===== src/rtl/iddr_deser.sv =====
// rtl/iddr_deser.sv - DDR input-register emulation: serial bits in, Q1/Q2 pairs out.
// Optional bit-slip input when IDDR_BITSLIP_EN is defined.
module iddr_deser #(
  parameter string DDR_CLK_EDGE = "OPPOSITE_EDGE",
  parameter logic  INIT_Q1      = 1'b0,
  parameter logic  INIT_Q2      = 1'b0
) (
  input  logic C,
  input  logic R_N,
  input  logic CE,
  input  logic D,
  input  logic R,
  input  logic S,
`ifdef IDDR_BITSLIP_EN
  input  logic BITSLIP,
`endif
  output logic Q1,
  output logic Q2,
  output logic VALID,
  output logic PHASE
);

  localparam bit MODE_OPP  = (DDR_CLK_EDGE == "OPPOSITE_EDGE");
  localparam bit MODE_SAME = (DDR_CLK_EDGE == "SAME_EDGE");
  localparam bit MODE_PIPE = (DDR_CLK_EDGE == "SAME_EDGE_PIPELINED");

  generate
    if (!(MODE_OPP || MODE_SAME || MODE_PIPE)) begin : g_bad_mode
      $fatal(1, "iddr_deser: unsupported DDR_CLK_EDGE %s", DDR_CLK_EDGE);
    end
  endgenerate

  logic slip;
`ifdef IDDR_BITSLIP_EN
  assign slip = BITSLIP;
`else
  assign slip = 1'b0;
`endif

  logic ph_q, ph_d;
  logic cap1_q, cap1_d;
  logic cap2_q, cap2_d;
  logic q1_q, q1_d;
  logic q2_q, q2_d;
  logic valid_q, valid_d;
  // Pipelined mode only: a full pair has been captured since the last reset/set.
  logic pend_q, pend_d;

  always_comb begin
    ph_d    = ph_q;
    cap1_d  = cap1_q;
    cap2_d  = cap2_q;
    q1_d    = q1_q;
    q2_d    = q2_q;
    valid_d = 1'b0;
    pend_d  = pend_q;
    if (R) begin
      ph_d   = 1'b0;
      cap1_d = 1'b0;
      cap2_d = 1'b0;
      q1_d   = 1'b0;
      q2_d   = 1'b0;
      pend_d = 1'b0;
    end else if (S) begin
      cap1_d = 1'b1;
      cap2_d = 1'b1;
      q1_d   = 1'b1;
      q2_d   = 1'b1;
      pend_d = 1'b0;
    end else if (CE && !slip) begin
      ph_d = ~ph_q;
      if (!ph_q) cap1_d = D;
      else       cap2_d = D;
      if (MODE_OPP) begin
        if (!ph_q) begin
          q1_d = D;
        end else begin
          q2_d    = D;
          valid_d = 1'b1;
        end
      end else if (MODE_SAME) begin
        if (ph_q) begin
          q1_d    = cap1_q;
          q2_d    = D;
          valid_d = 1'b1;
        end
      end else begin
        // Present the pair captured last time while the new first bit lands in cap1.
        if (ph_q) begin
          pend_d = 1'b1;
        end else if (pend_q) begin
          q1_d    = cap1_q;
          q2_d    = cap2_q;
          valid_d = 1'b1;
        end
      end
    end
  end

  always_ff @(posedge C or negedge R_N) begin
    if (!R_N) begin
      ph_q    <= 1'b0;
      cap1_q  <= INIT_Q1;
      cap2_q  <= INIT_Q2;
      q1_q    <= INIT_Q1;
      q2_q    <= INIT_Q2;
      valid_q <= 1'b0;
      pend_q  <= 1'b0;
    end else begin
      ph_q    <= ph_d;
      cap1_q  <= cap1_d;
      cap2_q  <= cap2_d;
      q1_q    <= q1_d;
      q2_q    <= q2_d;
      valid_q <= valid_d;
      pend_q  <= pend_d;
    end
  end

  assign Q1    = q1_q;
  assign Q2    = q2_q;
  assign VALID = valid_q;
  assign PHASE = ph_q;

endmodule


===== config.mk =====
export PLATFORM = sky130hd
export DESIGN_NAME = iddr_deser
export DESIGN_NICKNAME = d
export VERILOG_FILES = /design/src/rtl/iddr_deser.sv
export SDC_FILE = /design/constraint.sdc
export NUM_CORES = 1
export LEC_CHECK = 0
export CORE_AREA = 2 2 39 41
export CTS_BUF_LIST = sky130_fd_sc_hd__clkbuf_16
export DETAILED_ROUTE_END_ITERATION = 16
export DIE_AREA = 0 0 41 43
export GPL_TIMING_DRIVEN = 0
export MAX_ROUTING_LAYER = met4
export PLACE_DENSITY_LB_ADDON = 0.1
export SLEW_MARGIN = 30
export SYNTH_ARGS = -nofsm -noshare
export SYNTH_HDL_FRONTEND = slang
export SYNTH_SLANG_ARGS = --single-unit

===== constraint.sdc =====
create_clock -name C -period 1.24 [get_ports C]
set_input_delay 0.248 -clock C [delete_from_list [all_inputs] [get_ports C]]
set_output_delay 0.248 -clock C [all_outputs]
set_load 0.005 [all_outputs]

==> impl_table.tex, run 1 <==
\begin{tabular}{lr}
\hline
Metric & Value \\
\hline
\multicolumn{2}{l}{\textbf{Clock network}} \\
\quad Clock tree from TritonCTS & built \\
\quad Clock transition at the registers of the reported paths & about 0.03 ns \\
\quad Maximum level of the CTS H-tree & 1 \\
\quad Maximum clock insertion buffer count & 2 \\
\quad Number of clock buffers inserted by TritonCTS & 3 \\
\quad Clock Sinks & 4 \\
\quad Insertion delay of the later-clocked pin in the worst-skew pair & roughly 0.22 ns \\
\quad CTS Root Cell & sky130\_fd\_sc\_hd\_\_clkbuf\_16 \\
\multicolumn{2}{l}{\textbf{Route}} \\
\quad Number of design-rule violations left by the first detailed-router iteration & 0 \\
\quad Mean routed wirelength per cell & $\sim$8.5 um \\
\quad Antenna-violating nets left & 0 \\
\quad Via/cell ratio & about 3.6 \\
\quad Total wire length after detailed routing & roughly 370 um \\
\quad Number of search-and-repair iterations in the first detailed-routing pass & 1 \\
\quad DRC errors left & 0 \\
\quad Total via count after detailed routing & 154 \\
\multicolumn{2}{l}{\textbf{Global routing}} \\
\quad Met2 Track Usage GR & $\sim$6.3\% \\
\quad Sum of overflow across all layers after global routing & 0 \\
\quad Grt met3 use & 3.141\% \\
\quad Global-route wire length before repair & $\sim$620 um \\
\quad Antenna violations before repair & 0 \\
\quad Via count of the first global-routing pass & around 160 \\
\quad Busiest layer in global routing & met4 \\
\quad Met1 routing resource usage after global routing & roughly 6.5\% \\
\quad Total Routing Usage GR & 6.591\% \\
\quad Pin count of the biggest net entering global routing & 6 \\
\multicolumn{2}{l}{\textbf{Die}} \\
\quad Die width & approximately 41 um \\
\quad Height of the chip & 43 um \\
\quad Initial core utilization & 12.21\% \\
\quad Die Area & approximately 1800 um\^{}2 \\
\quad Count of standard-cell rows & 14 \\
\quad \# IOs & 10 \\
\quad Core region area & $\sim$1400 um\^{}2 \\
\multicolumn{2}{l}{\textbf{Hold path}} \\
\quad Class of the worst hold path & input pin to asynchronous set/reset pin \\
\multicolumn{2}{l}{\textbf{Placed design}} \\
\quad DPL Wire Length & 289.2 um \\
\quad Weighted congestion reported at the end of routability-driven placement & slightly above 0.7 \\
\quad PortBufs & 9 \\
\multicolumn{2}{l}{\textbf{Synthesis}} \\
\quad Basic-gate share of the synthesized area counting and, or, nand and nor cells & between 20\% and 30\% \\
\quad Fraction of the mapped netlist area in adder cells & 0\% \\
\quad Post-synth net total & 20 \\
\quad Average size of a mapped cell & roughly 12 um\^{}2 \\
\quad Number of instances in the synthesized netlist & 14 \\
\quad Number of synthesized register bits & 4 \\
\quad Share of the synthesized area in the top cell type & roughly 59\% \\
\quad Sequential area share after synthesis & around 59\% \\
\quad Synth Area in Compound Gates & 14.07\% \\
\quad Post-Synth XOR/XNOR Area & about 5.2\% \\
\quad YS warnings & 0 \\
\quad Area leader, netlist & sky130\_fd\_sc\_hd\_\_dfrtp\_1 \\
\quad Main combinational cell family by area after synthesis & simple AND/OR/NAND/NOR gates \\
\quad Netlist cell types & 9 \\
\quad Post-Synthesis Cell Area & 168.9 um\^{}2 \\
\quad Mux share of post-synthesis cell area & 0\% \\
\quad Main area contributors after synthesis & sky130\_fd\_sc\_hd\_\_dfrtp\_1 59\%, sky130\_fd\_sc\_hd\_\_a211oi\_1 8.9\%, sky130\_fd\_sc\_hd\_\_a311oi\_1 5.2\%, sky130\_fd\_sc\_hd\_\_and2b\_2 5.2\%, sky130\_fd\_sc\_hd\_\_and3b\_1 5.2\% \\
\multicolumn{2}{l}{\textbf{STA}} \\
\quad Final hold slack & between 0.2 and 0.25 ns \\
\quad Final-report hold violation count & 0 \\
\quad Total negative slack & 0 ns \\
\quad Measured slew at the worst slew-check pin & 0.1983 ns \\
\quad Final Cycle Share & about nine tenths \\
\quad Final period demand of the worst path & approximately 1.1 ns \\
\quad Total count of max-transition violations in the final report & 0 \\
\quad Setup repair after global routing missed its margin & no \\
\quad Worst Skew & between 0.0008 and 0.0009 ns \\
\quad Headroom to the max-slew limit & between 80 and 90\% \\
\quad Total setup violations reported at the end of the flow & 0 \\
\quad Timing-limited maximum frequency & around 900 MHz \\
\multicolumn{2}{l}{\textbf{Power}} \\
\quad Lkg Pwr & 0.1652 nW \\
\quad Power dissipated by switching net loads & 0.1066 mW \\
\quad Comb pwr share & 8.4\% \\
\quad Sw Share & between 10\% and 20\% \\
\quad Power per unit of standard cell area & 1941 nW/um\^{}2 \\
\quad Clock Power Share & between 70\% and 80\% \\
\quad Cell internal power dissipation & between 0.5 and 0.6 mW \\
\quad Sequential group share of total power & about a fifth \\
\quad Maximum vdd ir drop & between 0.0004 and 0.0005 V \\
\multicolumn{2}{l}{\textbf{Cells and area}} \\
\quad Share of layout cells above drive strength 1 & 22.22\% \\
\quad Count of nets after finishing & 35 \\
\quad Diode count & 0 \\
\quad Area of the multi-input gates & 68.82 um\^{}2 \\
\quad Signed area change from the synthesized netlist to the final layout & 111.9\% \\
\quad Filler Cells Inserted & roughly 150 \\
\quad Flip-flop and latch area & slightly above 100 um\^{}2 \\
\quad Most common cell after layout, fill and taps aside & sky130\_fd\_sc\_hd\_\_clkdlybuf4s50\_1 \\
\quad Most used cells in the layout excluding fill and tap cells & 5 x sky130\_fd\_sc\_hd\_\_clkdlybuf4s50\_1, 4 x sky130\_fd\_sc\_hd\_\_dlygate4sd2\_1, 3 x sky130\_fd\_sc\_hd\_\_dfrtp\_1, 3 x sky130\_fd\_sc\_hd\_\_clkbuf\_16 \\
\multicolumn{2}{l}{\textbf{Run status}} \\
\quad Status & completed \\
\multicolumn{2}{l}{\textbf{Setup path}} \\
\quad Cell with the largest stage delay on the worst path & sky130\_fd\_sc\_hd\_\_dfrtp\_2 \\
\quad Worst reg-to-reg path cell count & 4 \\
\quad Delay of the slowest critical-path stage & roughly 0.38 ns \\
\quad Critical path endpoint category & output port \\
\quad Category of the worst setup path launch point & flip-flop \\
\quad Data arrival time of the worst path & $\sim$0.86 ns \\
\quad Worst EP required & $\sim$1 ns \\
\quad Kind of critical path & flip-flop to output port \\
\quad Series of cell instances along the critical path & dlygate4sd2\_1 \\
\quad Cell family with most CP delay & flip-flops \\
\quad Crit path depth & 1 \\
\quad Crit path buf inv count & 1 \\
\quad Critical path peak fanout & 2 \\
\multicolumn{2}{l}{\textbf{Job}} \\
\quad Max cap viols & 0 \\
\hline
\end{tabular}
[synth_stat cells (all sizes together)]
cell,count
and3b,1
nor2b,1
a211oi,2
nor3,1
xnor2,1
dfrtp,4
a311oi,1
and2b,1
nor2,2
[power groups by stage]
stage | logic [mW] | registers, mW | clock network [mW]
finish | 0.0582 | 0.145 | 0.491
global route | 0.0647 | 0.147 | 0.519
CTS | 0.0594 | 0.145 | 0.501
detailed placement | 0.0578 | 0.150 | 0
global placement | 0.0581 | 0.150 | 0
floorplan | 0.0168 | 0.149 | 0
[flip-flops by register name, summed over array words and instances, names as in the netlist]
| signal | cells |
|---|---|
| PHASE | 1 |
| VALID | 1 |
| Q1 | 1 |
| Q2 | 1 |
[routing by layer]
metal / vias to the layer above / wire [um]
li1: 78 / -
met1: 65 / 160
met2: 9 / 157
met3: 2 / 30
met4: 0 / 19
met5: - / 0
[cell type report]
cell class | count | area share, %
multi-input cells | 10 | 19.23
repair buffers | 10 | 25.87
clock buffers | 3 | 20.98
well taps | 16 | 5.594
flip-flops and latches | 4 | 28.32
[repair_timing]
item / CTS / global route
setup endpoints to repair: 4 / 0
buffers inserted: 1 / 0
hold buffers: 0 / 0
gates resized for setup: 5 / 0
[path summary, 6_finish.rpt]
check	from	end	slack, ns
hold reg to reg	PHASE$_DFFE_PN0P_	Q2$_DFFE_PN0P_	0.59
setup reg to reg	PHASE$_DFFE_PN0P_	Q1$_DFFE_PN0P_	0.22
max in group asynchronous	R_N	PHASE$_DFFE_PN0P_	0.83
min in group C	PHASE$_DFFE_PN0P_	Q2$_DFFE_PN0P_	0.59
setup / recovery	PHASE$_DFFE_PN0P_	PHASE	0.13
hold / removal	R_N	Q2$_DFFE_PN0P_	0.23
[through the flow]
step / std cells / setup WS [ns] / utilization, % / total power, mW / area (um^2)
after floorplan: 14 / 0.3463 / - / 0.1660 / 168.9
after global placement: 39 / -0.08030 / 20.16 / 0.2078 / 279.0
after detailed placement: 39 / -0.07604 / 20.16 / 0.2079 / 279.0
after CTS: 43 / 0.1250 / 25.86 / 0.7061 / 357.8
after global routing: 43 / 0.05982 / 25.86 / 0.7299 / 357.8
final: 43 / 0.1304 / 25.86 / 0.6945 / 357.8
[logic make-up (layout without fill, tap and decap cells)]
logic type             count (synthesis)  after routing
AO/OA/AOI/OAI                          3              3
buffers and inverters                  0             13
XOR/XNOR                               1              1
flip-flops                             4              4
AND/OR/NAND/NOR                        6              6
(Power assumes the default switching activity.)
==> run 2, diff against run 1 <==
--- a/config.mk
+++ b/config.mk
@@ -11,7 +11,7 @@
 export DIE_AREA = 0 0 41 43
 export GPL_TIMING_DRIVEN = 0
 export MAX_ROUTING_LAYER = met4
-export PLACE_DENSITY_LB_ADDON = 0.1
+export PLACE_DENSITY = 0.31
 export SLEW_MARGIN = 30
 export SYNTH_ARGS = -nofsm -noshare
 export SYNTH_HDL_FRONTEND = slang
==> run 2 against run 1 <==
Against the previous run:
- hold slack about the same
- core utilization unchanged
- combinational power rose by 3%
- clock skew is essentially flat
- design area unchanged
- sequential cell count unchanged
- register-to-register slack got worse by 0.04 ns
- sequential share of layout area did not move
- global-route usage rose by 0.53 points
==> impl_table.tex, run 2 (same netlist as run 1, synthesis figures left out) <==
\begin{tabular}{lr}
\hline
Metric & Value \\
\hline
\multicolumn{2}{l}{\textbf{Run status}} \\
\quad Status & completed \\
\multicolumn{2}{l}{\textbf{Cells and area}} \\
\quad Most common cell after layout, fill and taps aside & sky130\_fd\_sc\_hd\_\_clkdlybuf4s50\_1 \\
\quad Utilization after layout & 25.86\% (unchanged) \\
\quad Count of nets after finishing & 35 (unchanged) \\
\quad Share of layout cells above drive strength 1 & 22.22\% (unchanged) \\
\quad Diode count & 0 (unchanged) \\
\quad Post-route standard cell area excluding fillers & 357.8 um\^{}2 (unchanged) \\
\quad Most used cells in the layout excluding fill and tap cells & 5 x sky130\_fd\_sc\_hd\_\_clkdlybuf4s50\_1, 4 x sky130\_fd\_sc\_hd\_\_dlygate4sd2\_1, 3 x sky130\_fd\_sc\_hd\_\_dfrtp\_1, 3 x sky130\_fd\_sc\_hd\_\_clkbuf\_16 \\
\quad Signed area change from the synthesized netlist to the final layout & 111.9\% (unchanged) \\
\quad Number of non-filler instances in the completed layout & 43 (unchanged) \\
\multicolumn{2}{l}{\textbf{STA}} \\
\quad Final hold slack & 0.2309 ns (-0.00008400 ns) \\
\quad Measured slew at the worst slew-check pin & 0.2765 ns (+0.07821 ns) \\
\quad Final-report hold violation count & 0 (unchanged) \\
\quad Final period demand of the worst path & 1.114 ns (+0.004786 ns) \\
\quad Setup repair after global routing missed its margin & no \\
\quad Total negative slack & 0 ns (unchanged) \\
\quad Final worst-path setup slack & 0.1256 ns (-0.004786 ns) \\
\quad Headroom to the max-slew limit & 81.44\% (-5.2 points) \\
\quad Total count of max-transition violations in the final report & 0 (unchanged) \\
\quad Final Cycle Share & 89.87\% (+0.39 points) \\
\quad Total setup violations reported at the end of the flow & 0 (unchanged) \\
\quad Worst Skew & 0.0003764 ns (-0.0004508 ns) \\
\quad Timing-limited maximum frequency & 897.4 MHz (-0.43\%) \\
\multicolumn{2}{l}{\textbf{Placed design}} \\
\quad Number of placed instances with taps included & 39 (unchanged) \\
\quad PortBufs & 9 (unchanged) \\
\quad Weighted congestion reported at the end of routability-driven placement & 0.5927 (-16\%) \\
\quad Worst slack at placement & -0.07356 ns (+0.002479 ns) \\
\quad Total cell area at the placement stage & 279.0 um\^{}2 (unchanged) \\
\multicolumn{2}{l}{\textbf{Power}} \\
\quad Maximum vdd ir drop & 0.0006037 V (+41\%) \\
\quad Cell internal power dissipation & 0.5887 mW (+0.14\%) \\
\quad Power per unit of standard cell area & 1972 nW/um\^{}2 (+1.6\%) \\
\quad Clock Power Share & 70.9\% (+0.2 points) \\
\quad Overall power after layout & 0.7055 mW (+1.6\%) \\
\quad Power dissipated by switching net loads & 0.1169 mW (+9.6\%) \\
\quad Comb pwr share & 8.5\% (about the same) \\
\quad Lkg Pwr & 0.1652 nW (unchanged) \\
\quad Sequential group share of total power & 20.6\% (-0.3 points) \\
\quad Sw Share & 16.57\% (+1.2 points) \\
\multicolumn{2}{l}{\textbf{Die}} \\
\quad Core region area & 1384 um\^{}2 (unchanged) \\
\quad Die Area & 1763 um\^{}2 (unchanged) \\
\quad Height of the chip & 43 um (unchanged) \\
\quad Initial core utilization & 12.21\% (unchanged) \\
\quad Count of standard-cell rows & 14 (unchanged) \\
\quad Die width & 41 um (unchanged) \\
\quad \# IOs & 10 (unchanged) \\
\multicolumn{2}{l}{\textbf{Clock network}} \\
\quad Maximum clock insertion buffer count & 2 (unchanged) \\
\quad CTS Root Cell & sky130\_fd\_sc\_hd\_\_clkbuf\_16 \\
\quad Clock tree from TritonCTS & built \\
\quad Number of clock buffers inserted by TritonCTS & 3 (unchanged) \\
\quad Clock transition at the registers of the reported paths & 0.03 ns (about the same) \\
\quad Maximum level of the CTS H-tree & 1 (unchanged) \\
\quad Clock Sinks & 4 (unchanged) \\
\quad Insertion delay of the later-clocked pin in the worst-skew pair & 0.22 ns (about the same) \\
\quad CTS Hold Bufs & 0 (unchanged) \\
\multicolumn{2}{l}{\textbf{Setup path}} \\
\quad Worst reg2reg startpoint & PHASE\$\_DFFE\_PN0P\_ \\
\quad Worst reg-to-reg path cell count & 4 (unchanged) \\
\quad Kind of critical path & flip-flop to output port \\
\quad Critical path endpoint category & output port \\
\quad Category of the worst setup path launch point & flip-flop \\
\quad Worst EP required & 0.99 ns (about the same) \\
\quad Delay of the slowest critical-path stage & 0.39 ns (about the same) \\
\quad Critical path peak fanout & 2 (unchanged) \\
\quad R2r setup slk & 0.18 ns (-0.04 ns) \\
\quad Cell family with most CP delay & flip-flops \\
\quad Capture point of the worst reg-to-reg path & Q1\$\_DFFE\_PN0P\_ \\
\quad Data arrival time of the worst path & 0.87 ns (about the same) \\
\quad Worst setup path startpoint & PHASE\$\_DFFE\_PN0P\_ \\
\quad Cell with the largest stage delay on the worst path & sky130\_fd\_sc\_hd\_\_dfrtp\_2 \\
\quad Crit path buf inv count & 1 (unchanged) \\
\quad Series of cell instances along the critical path & dlygate4sd2\_1 \\
\multicolumn{2}{l}{\textbf{Route}} \\
\quad Mean routed wirelength per cell & 10.28 um (+20\%) \\
\quad Via/cell ratio & 3.744 (+4.5\%) \\
\quad Total via count after detailed routing & 161 (+4.5\%) \\
\quad Total wire length after detailed routing & 442 um (+20\%) \\
\quad Number of search-and-repair iterations in the first detailed-routing pass & 2 (+1) \\
\quad Number of design-rule violations left by the first detailed-router iteration & 2 (+2) \\
\quad Antenna-violating nets left & 0 (unchanged) \\
\quad DRC errors left & 0 (unchanged) \\
\multicolumn{2}{l}{\textbf{Global routing}} \\
\quad Via count of the first global-routing pass & 190 (+20\%) \\
\quad Sum of overflow across all layers after global routing & 0 (unchanged) \\
\quad Antenna violations before repair & 0 (unchanged) \\
\quad Total Routing Usage GR & 7.121\% (+0.53 points) \\
\quad Pin count of the biggest net entering global routing & 6 (unchanged) \\
\quad Global-route wire length before repair & 710 um (+14\%) \\
\multicolumn{2}{l}{\textbf{Job}} \\
\quad Max cap viols & 0 (unchanged) \\
\multicolumn{2}{l}{\textbf{Hold path}} \\
\quad Class of the worst hold path & input pin to asynchronous set/reset pin \\
\hline
\end{tabular}
==> run 2: cell counts in the layout (fill, tap and decap cells not counted) <==
Identical to the previous run, type by type.
==> run 2: cell type report <==
cell class                      instances  area [um^2]
Fill cell                             143         1026
Sequential cell                         4        101.3
Timing Repair Buffer                   10        92.59
Clock buffer                            3        75.07
Multi-Input combinational cell         10        68.82
Tap cell                               16        20.02
==> run 2: worst max path at each step <==
stage	endpoint	depth (start not counted)
final	PHASE	1
after detailed placement	Q1$_DFFE_PN0P_	4
after floorplan	Q1$_DFFE_PN0P_	3
after global routing	PHASE	1
after CTS	Q2	1
after global placement	Q1$_DFFE_PN0P_	4
==> run 2: power groups by stage <==
| stage | Sequential [mW] | Clock, mW | Combinational (mW) |
|---|---|---|---|
| 6_report | 0.145 | 0.501 | 0.0599 |
| 5_1_grt | 0.146 | 0.524 | 0.0657 |
| 4_1_cts | 0.145 | 0.512 | 0.0607 |
| 3_5_place_dp | 0.150 | 0 | 0.0588 |
| 3_3_place_gp | 0.150 | 0 | 0.0593 |
| 2_1_floorplan | 0.149 | 0 | 0.0168 |
==> run 2: layer usage <==
metal	part of all wire (%)	track usage, %	vias to the layer above
met4	0	6.000	0
met1	40	6.818	72
li1	-	-	77
met2	42	8.125	12
met5	0	-	-
met3	17	6.806	0
==> run 2: repair_timing <==
item / CTS / global route
setup buffers: 1 / 0
endpoints found under the setup margin: 4 / 0
gates resized for setup: 5 / 0
==> run 3, diff against run 2 <==
--- a/config.mk
+++ b/config.mk
@@ -5,13 +5,14 @@
 export SDC_FILE = /design/constraint.sdc
 export NUM_CORES = 1
 export LEC_CHECK = 0
+export ABC_AREA = 1
 export CORE_AREA = 2 2 39 41
 export CTS_BUF_LIST = sky130_fd_sc_hd__clkbuf_16
 export DETAILED_ROUTE_END_ITERATION = 16
 export DIE_AREA = 0 0 41 43
 export GPL_TIMING_DRIVEN = 0
 export MAX_ROUTING_LAYER = met4
-export PLACE_DENSITY = 0.31
+export PLACE_DENSITY = 0.33
 export SLEW_MARGIN = 30
 export SYNTH_ARGS = -nofsm -noshare
 export SYNTH_HDL_FRONTEND = slang
==> run 3 against run 2 <==
Against the previous run:
- global-route usage grew 0.10 points
- first-iteration DRC count grew 50%
- synthesized cell count grew 86%
- sequential power is essentially flat
- worst setup slack gained 0.011 ns
- clock skew grew 0.00070 ns
- combinational power grew 12%
- critical endpoint is now Q1
==> impl_table.tex, run 3 <==
\begin{tabular}{lr}
\hline
Metric & Value \\
\hline
\multicolumn{2}{l}{\textbf{STA}} \\
\quad Final hold slack & 0.2266 ns (-0.004297 ns) \\
\quad Final Cycle Share & 88.99\% (-0.88 points) \\
\quad Final-report hold violation count & 0 (unchanged) \\
\quad Timing-limited maximum frequency & 906.2 MHz (+0.99\%) \\
\quad Worst Skew & 0.001077 ns (+0.0007009 ns) \\
\quad Total setup violations reported at the end of the flow & 0 (unchanged) \\
\quad Final worst-path setup slack & 0.1365 ns (+0.01088 ns) \\
\quad Measured slew at the worst slew-check pin & 0.1887 ns (-0.08783 ns) \\
\quad Final period demand of the worst path & 1.104 ns (-0.01088 ns) \\
\quad Setup repair after global routing missed its margin & no \\
\quad Headroom to the max-slew limit & 87.38\% (+5.9 points) \\
\quad Total count of max-transition violations in the final report & 0 (unchanged) \\
\quad Total negative slack & 0 ns (unchanged) \\
\multicolumn{2}{l}{\textbf{Global routing}} \\
\quad Sum of overflow across all layers after global routing & 0 (unchanged) \\
\quad Global-route wire length before repair & 765 um (+7.7\%) \\
\quad Via count of the first global-routing pass & 198 (+4.2\%) \\
\quad Pin count of the biggest net entering global routing & 5 (-1) \\
\quad Antenna violations before repair & 0 (unchanged) \\
\quad Total Routing Usage GR & 7.224\% (+0.10 points) \\
\multicolumn{2}{l}{\textbf{Power}} \\
\quad Maximum vdd ir drop & 0.0005302 V (-12\%) \\
\quad Lkg Pwr & 0.1968 nW (+19\%) \\
\quad Overall power after layout & 0.7079 mW (+0.33\%) \\
\quad Power per unit of standard cell area & 1825 nW/um\^{}2 (-7.4\%) \\
\multicolumn{2}{l}{\textbf{Job}} \\
\quad Max cap viols & 0 (unchanged) \\
\multicolumn{2}{l}{\textbf{Synthesis}} \\
\quad Area leader, netlist & sky130\_fd\_sc\_hd\_\_dfrtp\_1 \\
\quad Netlist cell types & 9 (unchanged) \\
\quad Post-synth net total & 32 (+60\%) \\
\quad Share of the synthesized area in the top cell type & 50.00\% (-9.3 points) \\
\quad Post-Synthesis Cell Area & 200.2 um\^{}2 (+19\%) \\
\quad Main area contributors after synthesis & sky130\_fd\_sc\_hd\_\_dfrtp\_1 50\%, sky130\_fd\_sc\_hd\_\_nand2\_1 22\%, sky130\_fd\_sc\_hd\_\_nor2\_4 5.6\%, sky130\_fd\_sc\_hd\_\_nand3\_1 5.0\%, sky130\_fd\_sc\_hd\_\_nand3\_2 5.0\% \\
\quad Number of instances in the synthesized netlist & 26 (+12) \\
\quad Number of synthesized register bits & 4 (unchanged) \\
\quad Most used standard cell by instance count after synthesis & sky130\_fd\_sc\_hd\_\_nand2\_1 \\
\quad Most common library cells after synthesis & 12 x sky130\_fd\_sc\_hd\_\_nand2\_1, 4 x sky130\_fd\_sc\_hd\_\_dfrtp\_1, 2 x sky130\_fd\_sc\_hd\_\_inv\_2, 2 x sky130\_fd\_sc\_hd\_\_nand3\_1, 2 x sky130\_fd\_sc\_hd\_\_nor2\_1 \\
\quad YS warnings & 0 (unchanged) \\
\quad Primary flip-flop cell chosen by synthesis mapping & sky130\_fd\_sc\_hd\_\_dfrtp\_1 \\
\quad Average size of a mapped cell & 7.700 um\^{}2 (-36\%) \\
\quad EDFF count, synth & 0 (unchanged) \\
\quad FFs w/ async S/R, synth & 100.0\% (unchanged) \\
\quad Sequential area share after synthesis & 50.00\% (-9.3 points) \\
\multicolumn{2}{l}{\textbf{Setup path}} \\
\quad Critical path peak fanout & 2 (unchanged) \\
\quad Kind of critical path & flip-flop to output port \\
\quad Cell with the largest stage delay on the worst path & sky130\_fd\_sc\_hd\_\_dfrtp\_1 \\
\quad Category of the worst setup path launch point & flip-flop \\
\quad Data arrival time of the worst path & 0.86 ns (about the same) \\
\quad Cell family with most CP delay & flip-flops \\
\quad Worst EP required & 0.99 ns (about the same) \\
\quad Series of cell instances along the critical path & dlygate4sd2\_1 \\
\quad Critical path endpoint category & output port \\
\quad Crit path buf inv count & 1 (unchanged) \\
\quad Delay of the slowest critical-path stage & 0.37 ns (-0.02 ns) \\
\multicolumn{2}{l}{\textbf{Die}} \\
\quad Initial core utilization & 14.47\% (+2.3 points) \\
\quad \# IOs & 10 (unchanged) \\
\quad Die Area & 1763 um\^{}2 (unchanged) \\
\quad Count of standard-cell rows & 14 (unchanged) \\
\quad Core region area & 1384 um\^{}2 (unchanged) \\
\quad Height of the chip & 43 um (unchanged) \\
\quad Die width & 41 um (unchanged) \\
\multicolumn{2}{l}{\textbf{Cells and area}} \\
\quad Most common cell after layout, fill and taps aside & sky130\_fd\_sc\_hd\_\_nand2\_1 \\
\quad Share of layout cells above drive strength 1 & 20.51\% (-1.7 points) \\
\quad Most used cells in the layout excluding fill and tap cells & 12 x sky130\_fd\_sc\_hd\_\_nand2\_1, 5 x sky130\_fd\_sc\_hd\_\_clkdlybuf4s50\_1, 4 x sky130\_fd\_sc\_hd\_\_dfrtp\_1, 4 x sky130\_fd\_sc\_hd\_\_dlygate4sd2\_1, 3 x sky130\_fd\_sc\_hd\_\_clkbuf\_16 \\
\quad Signed area change from the synthesized netlist to the final layout & 93.75\% \\
\quad Filler Cells Inserted & 151 (+5.6\%) \\
\quad Count of nets after finishing & 47 (+34\%) \\
\quad Diode count & 0 (unchanged) \\
\multicolumn{2}{l}{\textbf{Clock network}} \\
\quad Number of clock buffers inserted by TritonCTS & 3 (unchanged) \\
\quad Clock tree from TritonCTS & built \\
\quad Maximum level of the CTS H-tree & 1 (unchanged) \\
\quad Insertion delay of the later-clocked pin in the worst-skew pair & 0.22 ns (about the same) \\
\quad CTS Root Cell & sky130\_fd\_sc\_hd\_\_clkbuf\_16 \\
\quad CTS Hold Bufs & 0 (unchanged) \\
\quad Maximum clock insertion buffer count & 2 (unchanged) \\
\quad Clock transition at the registers of the reported paths & 0.03 ns (about the same) \\
\quad Clock Sinks & 4 (unchanged) \\
\multicolumn{2}{l}{\textbf{Route}} \\
\quad DRC errors left & 0 (unchanged) \\
\quad Number of search-and-repair iterations in the first detailed-routing pass & 4 (+2) \\
\quad Total wire length after detailed routing & 461 um (+4.3\%) \\
\quad Via/cell ratio & 3.600 (-3.9\%) \\
\quad Antenna-violating nets left & 0 (unchanged) \\
\quad Number of design-rule violations left by the first detailed-router iteration & 3 (+1) \\
\quad Total via count after detailed routing & 198 (+23\%) \\
\quad Mean routed wirelength per cell & 8.382 um (-18\%) \\
\multicolumn{2}{l}{\textbf{Run status}} \\
\quad Status & completed \\
\multicolumn{2}{l}{\textbf{Placed design}} \\
\quad Worst slack at placement & 0.01342 ns (+0.08698 ns) \\
\quad Weighted congestion reported at the end of routability-driven placement & 0.7061 (+19\%) \\
\quad PortBufs & 9 (unchanged) \\
\multicolumn{2}{l}{\textbf{Hold path}} \\
\quad Class of the worst hold path & input pin to asynchronous set/reset pin \\
\hline
\end{tabular}
[run 3: cell type report]
cell class                      count  area [um^2]  share of cell area, %
Clock buffer                        3        75.07                  19.35
Inverter                            3        11.26                  2.903
Multi-Input combinational cell     19        88.84                  22.90
Sequential cell                     4        100.1                  25.81
Tap cell                           16        20.02                  5.161
Timing Repair Buffer               10        92.59                  23.87
[run 3: repair_timing]
item | CTS | global route
setup endpoints to repair | 4 | 0
setup buffers | 1 | 0
endpoints found under the hold margin | 0 | 0
gates resized for setup | 4 | 0
[run 3: metrics by stage]
stage / area, um^2 / instances / util, %
2_1_floorplan: 200.2 / 26 / -
3_3_place_gp: 310.3 / 51 / 22.42
3_5_place_dp: 310.3 / 51 / 22.42
4_1_cts: 387.9 / 55 / 28.03
5_1_grt: 387.9 / 55 / 28.03
6_report: 387.9 / 55 / 28.03
[run 3: where the power goes]
group | internal [mW] | switching (mW)
Combinational | 0.0356 | 0.0314
Sequential | 0.141 | 0.00469
Clock | 0.411 | 0.0839
[run 3: logic make-up after synthesis]
family	share of synthesized area (%)
compound gates	2.498
buf+inv	5.625
flops	50.00
simple gates	41.87
[run 3: worst paths after layout]
check	startpoint	to	slack [ns]	cells past startpoint
setup / recovery	Q1$_DFFE_PN0P_	Q1	0.14	1
hold / removal	R_N	Q1$_DFFE_PN0P_	0.23	1
setup reg to reg	PHASE$_DFFE_PN0P_	Q2$_DFFE_PN0P_	0.35	5
hold reg to reg	Q2$_DFFE_PN0P_	Q2$_DFFE_PN0P_	0.50	2
max in group asynchronous	R_N	PHASE$_DFFE_PN0P_	0.85	1
min in group C	Q2$_DFFE_PN0P_	Q2$_DFFE_PN0P_	0.50	2
[run 3: layer usage]
| layer | global-route usage, % | share of wire, % | wire length [um] | vias to the layer above |
|---|---|---|---|---|
| met4 | 10.00 | 0 | 0 | 0 |
| met5 | - | 0 | 0 | - |
| met3 | 2.094 | 11 | 52 | 0 |
| met2 | 8.125 | 45 | 206 | 8 |
| met1 | 8.117 | 44 | 203 | 84 |
| li1 | - | - | - | 106 |
==> edit 1, RTL diff (config.mk and constraints of run 3) <==
Register the input `R` before use, with the module's reset. The logic sees it one clock later. The other inputs are not delayed to match.
--- a/src/rtl/iddr_deser.sv
+++ b/src/rtl/iddr_deser.sv
@@ -25,2 +25,12 @@
   localparam bit MODE_PIPE = (DDR_CLK_EDGE == "SAME_EDGE_PIPELINED");
+
+  logic R_q;
+
+  always_ff @(posedge C or negedge R_N) begin
+    if (!R_N) begin
+      R_q <= '0;
+    end else begin
+      R_q <= R;
+    end
+  end
 
@@ -56,3 +66,3 @@
     pend_d  = pend_q;
-    if (R) begin
+    if (R_q) begin
       ph_d   = 1'b0;
Function: changed (a bounded check fails within 4 cycles, from zero or initial values).
==> edit 1 against run 3 <==
Setup slack better by 0.0023 ns. Wire length increased by 7.6%. Sequential share of layout area rose by 5.2 points. Total power increased by 7.2%. Design area is 4.2% higher. First-iteration DRC count down 100%. Synthesized area increased by 6.3%. Count of clock-buffer cells in the layout unchanged. Sequential power grew 23%. Clock power increased by 4.8%. Sequential cell count grew 1.
==> edit 1: results (changes against run 3) <==
# fillers -> 157 (+4.0%)
GRT Total Usage -> 8.247% (+1.0 points)
Number of DRC markers in iteration 0 -> 0 (-3)
Pleak -> 0.0002077 uW (+5.5%)
Per-cell routed wire length -> 8.857 um (+5.7%)
Syn Area/Cell -> 8.181 sq um (+6.3%)
IO Port Bufs -> 9 (unchanged)
Via density -> 3.679 (+2.2%)
CP arrival -> 0.85 ns
Layout cells sized above 1 -> 12.50% (-8.0 points)
Status -> finished, final reports clean
Register area share after synthesis -> 58.82% (+8.8 points)
Peak supply drop -> 588.5 uV (+11%)
Worst Skew -> 0.002028 ns (+0.0009503 ns)
Total placed cells including tap cells -> 51 (unchanged)
First-pass GRT wire length -> 862 um (+13%)
Met3 Use GR -> 5.759% (+3.7 points)
Crit path max-delay family -> flip-flops
Commonest cells in the synthesized netlist -> 9 x nand2_1, 5 x dfrtp_1, 3 x inv_1, 3 x nand3_1, 3 x nor2_1
Detailed Routing Iterations Pass 1 -> 1 (-3)
Synth warnings -> 0 (unchanged)
M2 GR Usage -> 9.063% (+0.94 points)
Max-Slew Margin vs Limit -> 84.19% (-3.2 points)
Top cells by area, synth -> dfrtp_1 59%, nand2_1 16%, nand3_1 7.1%
Clock Tree Root -> clkbuf_16
Largest net degree at the start of global routing -> 6 (+1)
Post-DP HPWL -> 381.1 um
Routing usage on met1 -> 9.061% (+0.94 points)
Routability cong. -> 0.6590 (-6.7%)
Synth cell types -> 8 (-1)
Vias in the first global route -> 221 (+12%)
Initial antenna violation count -> 0 (unchanged)
Post-synth ARST share -> 100.0% (unchanged)
Post-route insts no fill -> 56 (+1.8%)
Setup WS pre-CTS -> 0.003762 ns (-0.009661 ns)
Depth of the most critical reg-to-reg path -> 4 (-1)
==> edit 1: changes by cell type after synthesis <==
cell     before  now
dfrtp_1       4    5
o21ai_1       0    1
nand3_2       1    0
inv_1         1    3
nor3_1        0    1
nor2_2        0    1
nor2_4        1    0
a21oi_1       1    0
inv_2         2    0
nand2_1      12    9
nor2_1        2    3
nand3_1       2    3
==> edit 1: worst paths after layout <==
check                      start  endpoint  slack, ns
min in group C                 R       R_q       0.47
max in group asynchronous    R_N        Q2       0.80
min                          R_N     PHASE       0.25
max reg2reg                  R_q        Q2       0.33
max                           Q1        Q1       0.14
min reg2reg                  R_q     VALID       0.49
==> edit 1: logic make-up (layout without fill, tap and decap cells) <==
logic type / after synthesis / count (layout) / synth area share [%]
AOI/OAI and AO/OA: 1 / 1 / 2.351
buffers and inverters: 3 / 17 / 5.294
DFF: 5 / 5 / 58.82
and+or+nand+nor: 17 / 17 / 33.53
==> edit 1: cell type report <==
| type | instances | share of cell area [%] |
|---|---|---|
| Inverter | 3 | 2.786 |
| Multi-Input combinational cell | 18 | 18.89 |
| Sequential cell | 5 | 30.96 |
| Tap cell | 16 | 4.954 |
| Timing Repair Buffer | 10 | 22.91 |
| Clock inverter | 1 | 0.9288 |
| Clock buffer | 3 | 18.58 |
==> edit 1: timing repair <==
| action | CTS | global route |
|---|---|---|
| setup endpoints to repair | 4 | 0 |
| hold buffers | 0 | 0 |
| hold endpoints to repair | 0 | 0 |
| gates resized for setup | 4 | 0 |
| setup buffers | 1 | 0 |
==> edit 1: metal layers <==
metal | wire length [um] | part of all wire [%]
met1 | 207 | 42
met2 | 221 | 45
met3 | 60 | 12
met4 | 6 | 1.2
met5 | 0 | 0
==> edit 1: where the power goes <==
group	internal, uW	total (uW)	switching [uW]
clock network	417	519	101
logic	33.2	59.9	26.7
registers	175	180	5.43
total	625	759	134
==> edit 1: stage by stage <==
step | total power (uW) | instance area (sq um) | TNS (ns)
after floorplan | 203.2 | 212.7 | 0
after global placement | 246.9 | 322.8 | -0.004464
after detailed placement | 246.8 | 322.8 | 0
after CTS | 778.1 | 404.1 | 0
after global routing | 802.6 | 404.1 | 0
final | 758.8 | 404.1 | 0
==> edit 2, RTL diff (config.mk and constraints of run 3) <==
Made on the original files. The option `IDDR_BITSLIP_EN` is turned on by a define.
--- a/src/rtl/iddr_deser.sv
+++ b/src/rtl/iddr_deser.sv
@@ -2,2 +2,4 @@
 // Optional bit-slip input when IDDR_BITSLIP_EN is defined.
+`define IDDR_BITSLIP_EN
+
 module iddr_deser #(
Ports: changed (added BITSLIP); port bits go from 10 to 11. No check against the original RTL was run, so the function may have changed too.
==> edit 2 against run 3 <==
Sequential cell count unchanged. Cell count up 1.8%. Setup slack worse by 0.011 ns. Synthesized area down 3.1%. Wire length up 6.5%. Largest power group unchanged. Design area up 2.9%. Total power down 0.55%.
==> edit 2: results (changes against run 3) <==
R2R setup slack -> 0.29 ns (-0.06 ns)
Layout cells sized above 1 -> 15.00% (-5.5 points)
# fillers -> 149 (-1.3%)
Detailed Routing Iterations Pass 1 -> 2 (-2)
Number of DRC markers in iteration 0 -> 2 (-1)
M2 GR Usage -> 7.813% (-0.31 points)
Peak supply drop -> 393.2 uV (-26%)
Hold WS -> 0.2268 ns (+0.0002270 ns)
Reg2reg end -> Q1
Dpl cell area -> 314.1 sq um (+1.2%)
Commonest cells in the synthesized netlist -> 7 x nand2_1, 4 x dfrtp_1, 4 x nand3_1
Routability cong. -> 0.7657 (+8.4%)
Vias -> 207 (+4.5%)
DRT Wirelength -> 491 um (+6.5%)
Status -> finished, final reports clean
Layout Nets -> 49 (+4.3%)
WL met1 -> 236 um (+16%)
Worst Skew -> 0.0005111 ns (-0.0005663 ns)
Per-cell routed wire length -> 8.768 um (+4.6%)
Met3 Use GR -> 0% (-2.1 points)
Register area share after synthesis -> 51.61% (+1.6 points)
GRT Total Usage -> 7.621% (+0.40 points)
Fmax -> 0.8970 GHz (-1.0%)
Largest net degree at the start of global routing -> 6 (+1)
First-pass GRT wire length -> 779 um (+1.8%)
Gate Count Post-Synth -> 25 (-3.8%)
Met2 wire length -> 234 um (+14%)
Vias in the first global route -> 199 (+0.51%)
IO Port Bufs -> 10 (+1)
Top cells by area, synth -> dfrtp_1 52%, nand2_1 14%, nand3_1 10%
Synth cell types -> 10 (+1)
edit 2: layout make-up:
class / count / area (sq um) / area share (%)
well taps: 16 / 20.02 / 5.016
multi-input cells: 19 / 86.33 / 21.63
inverters: 2 / 7.507 / 1.881
flip-flops and latches: 4 / 100.1 / 25.08
repair buffers: 12 / 110.1 / 27.59
clock buffers: 3 / 75.07 / 18.81
edit 2: logic make-up after synthesis:
family / count (synthesis) / share of synthesized area (%)
AOI/OAI and AO/OA: 1 / 2.578
and+or+nand+nor: 18 / 41.94
DFF: 4 / 51.61
buffers and inverters: 2 / 3.872
edit 2: what timing repair did:
item	4_1_cts	5_1_grt
setup buffers	2	0
endpoints found under the setup margin	4	0
hold buffers	0	0
gates resized for setup	4	0
endpoints found under the hold margin	0	0
edit 2: where the power goes:
part	switching [uW]	internal, uW	total [uW]
registers	4.26	140	144
logic	27.4	37.9	65.4
clock network	83.5	411	495
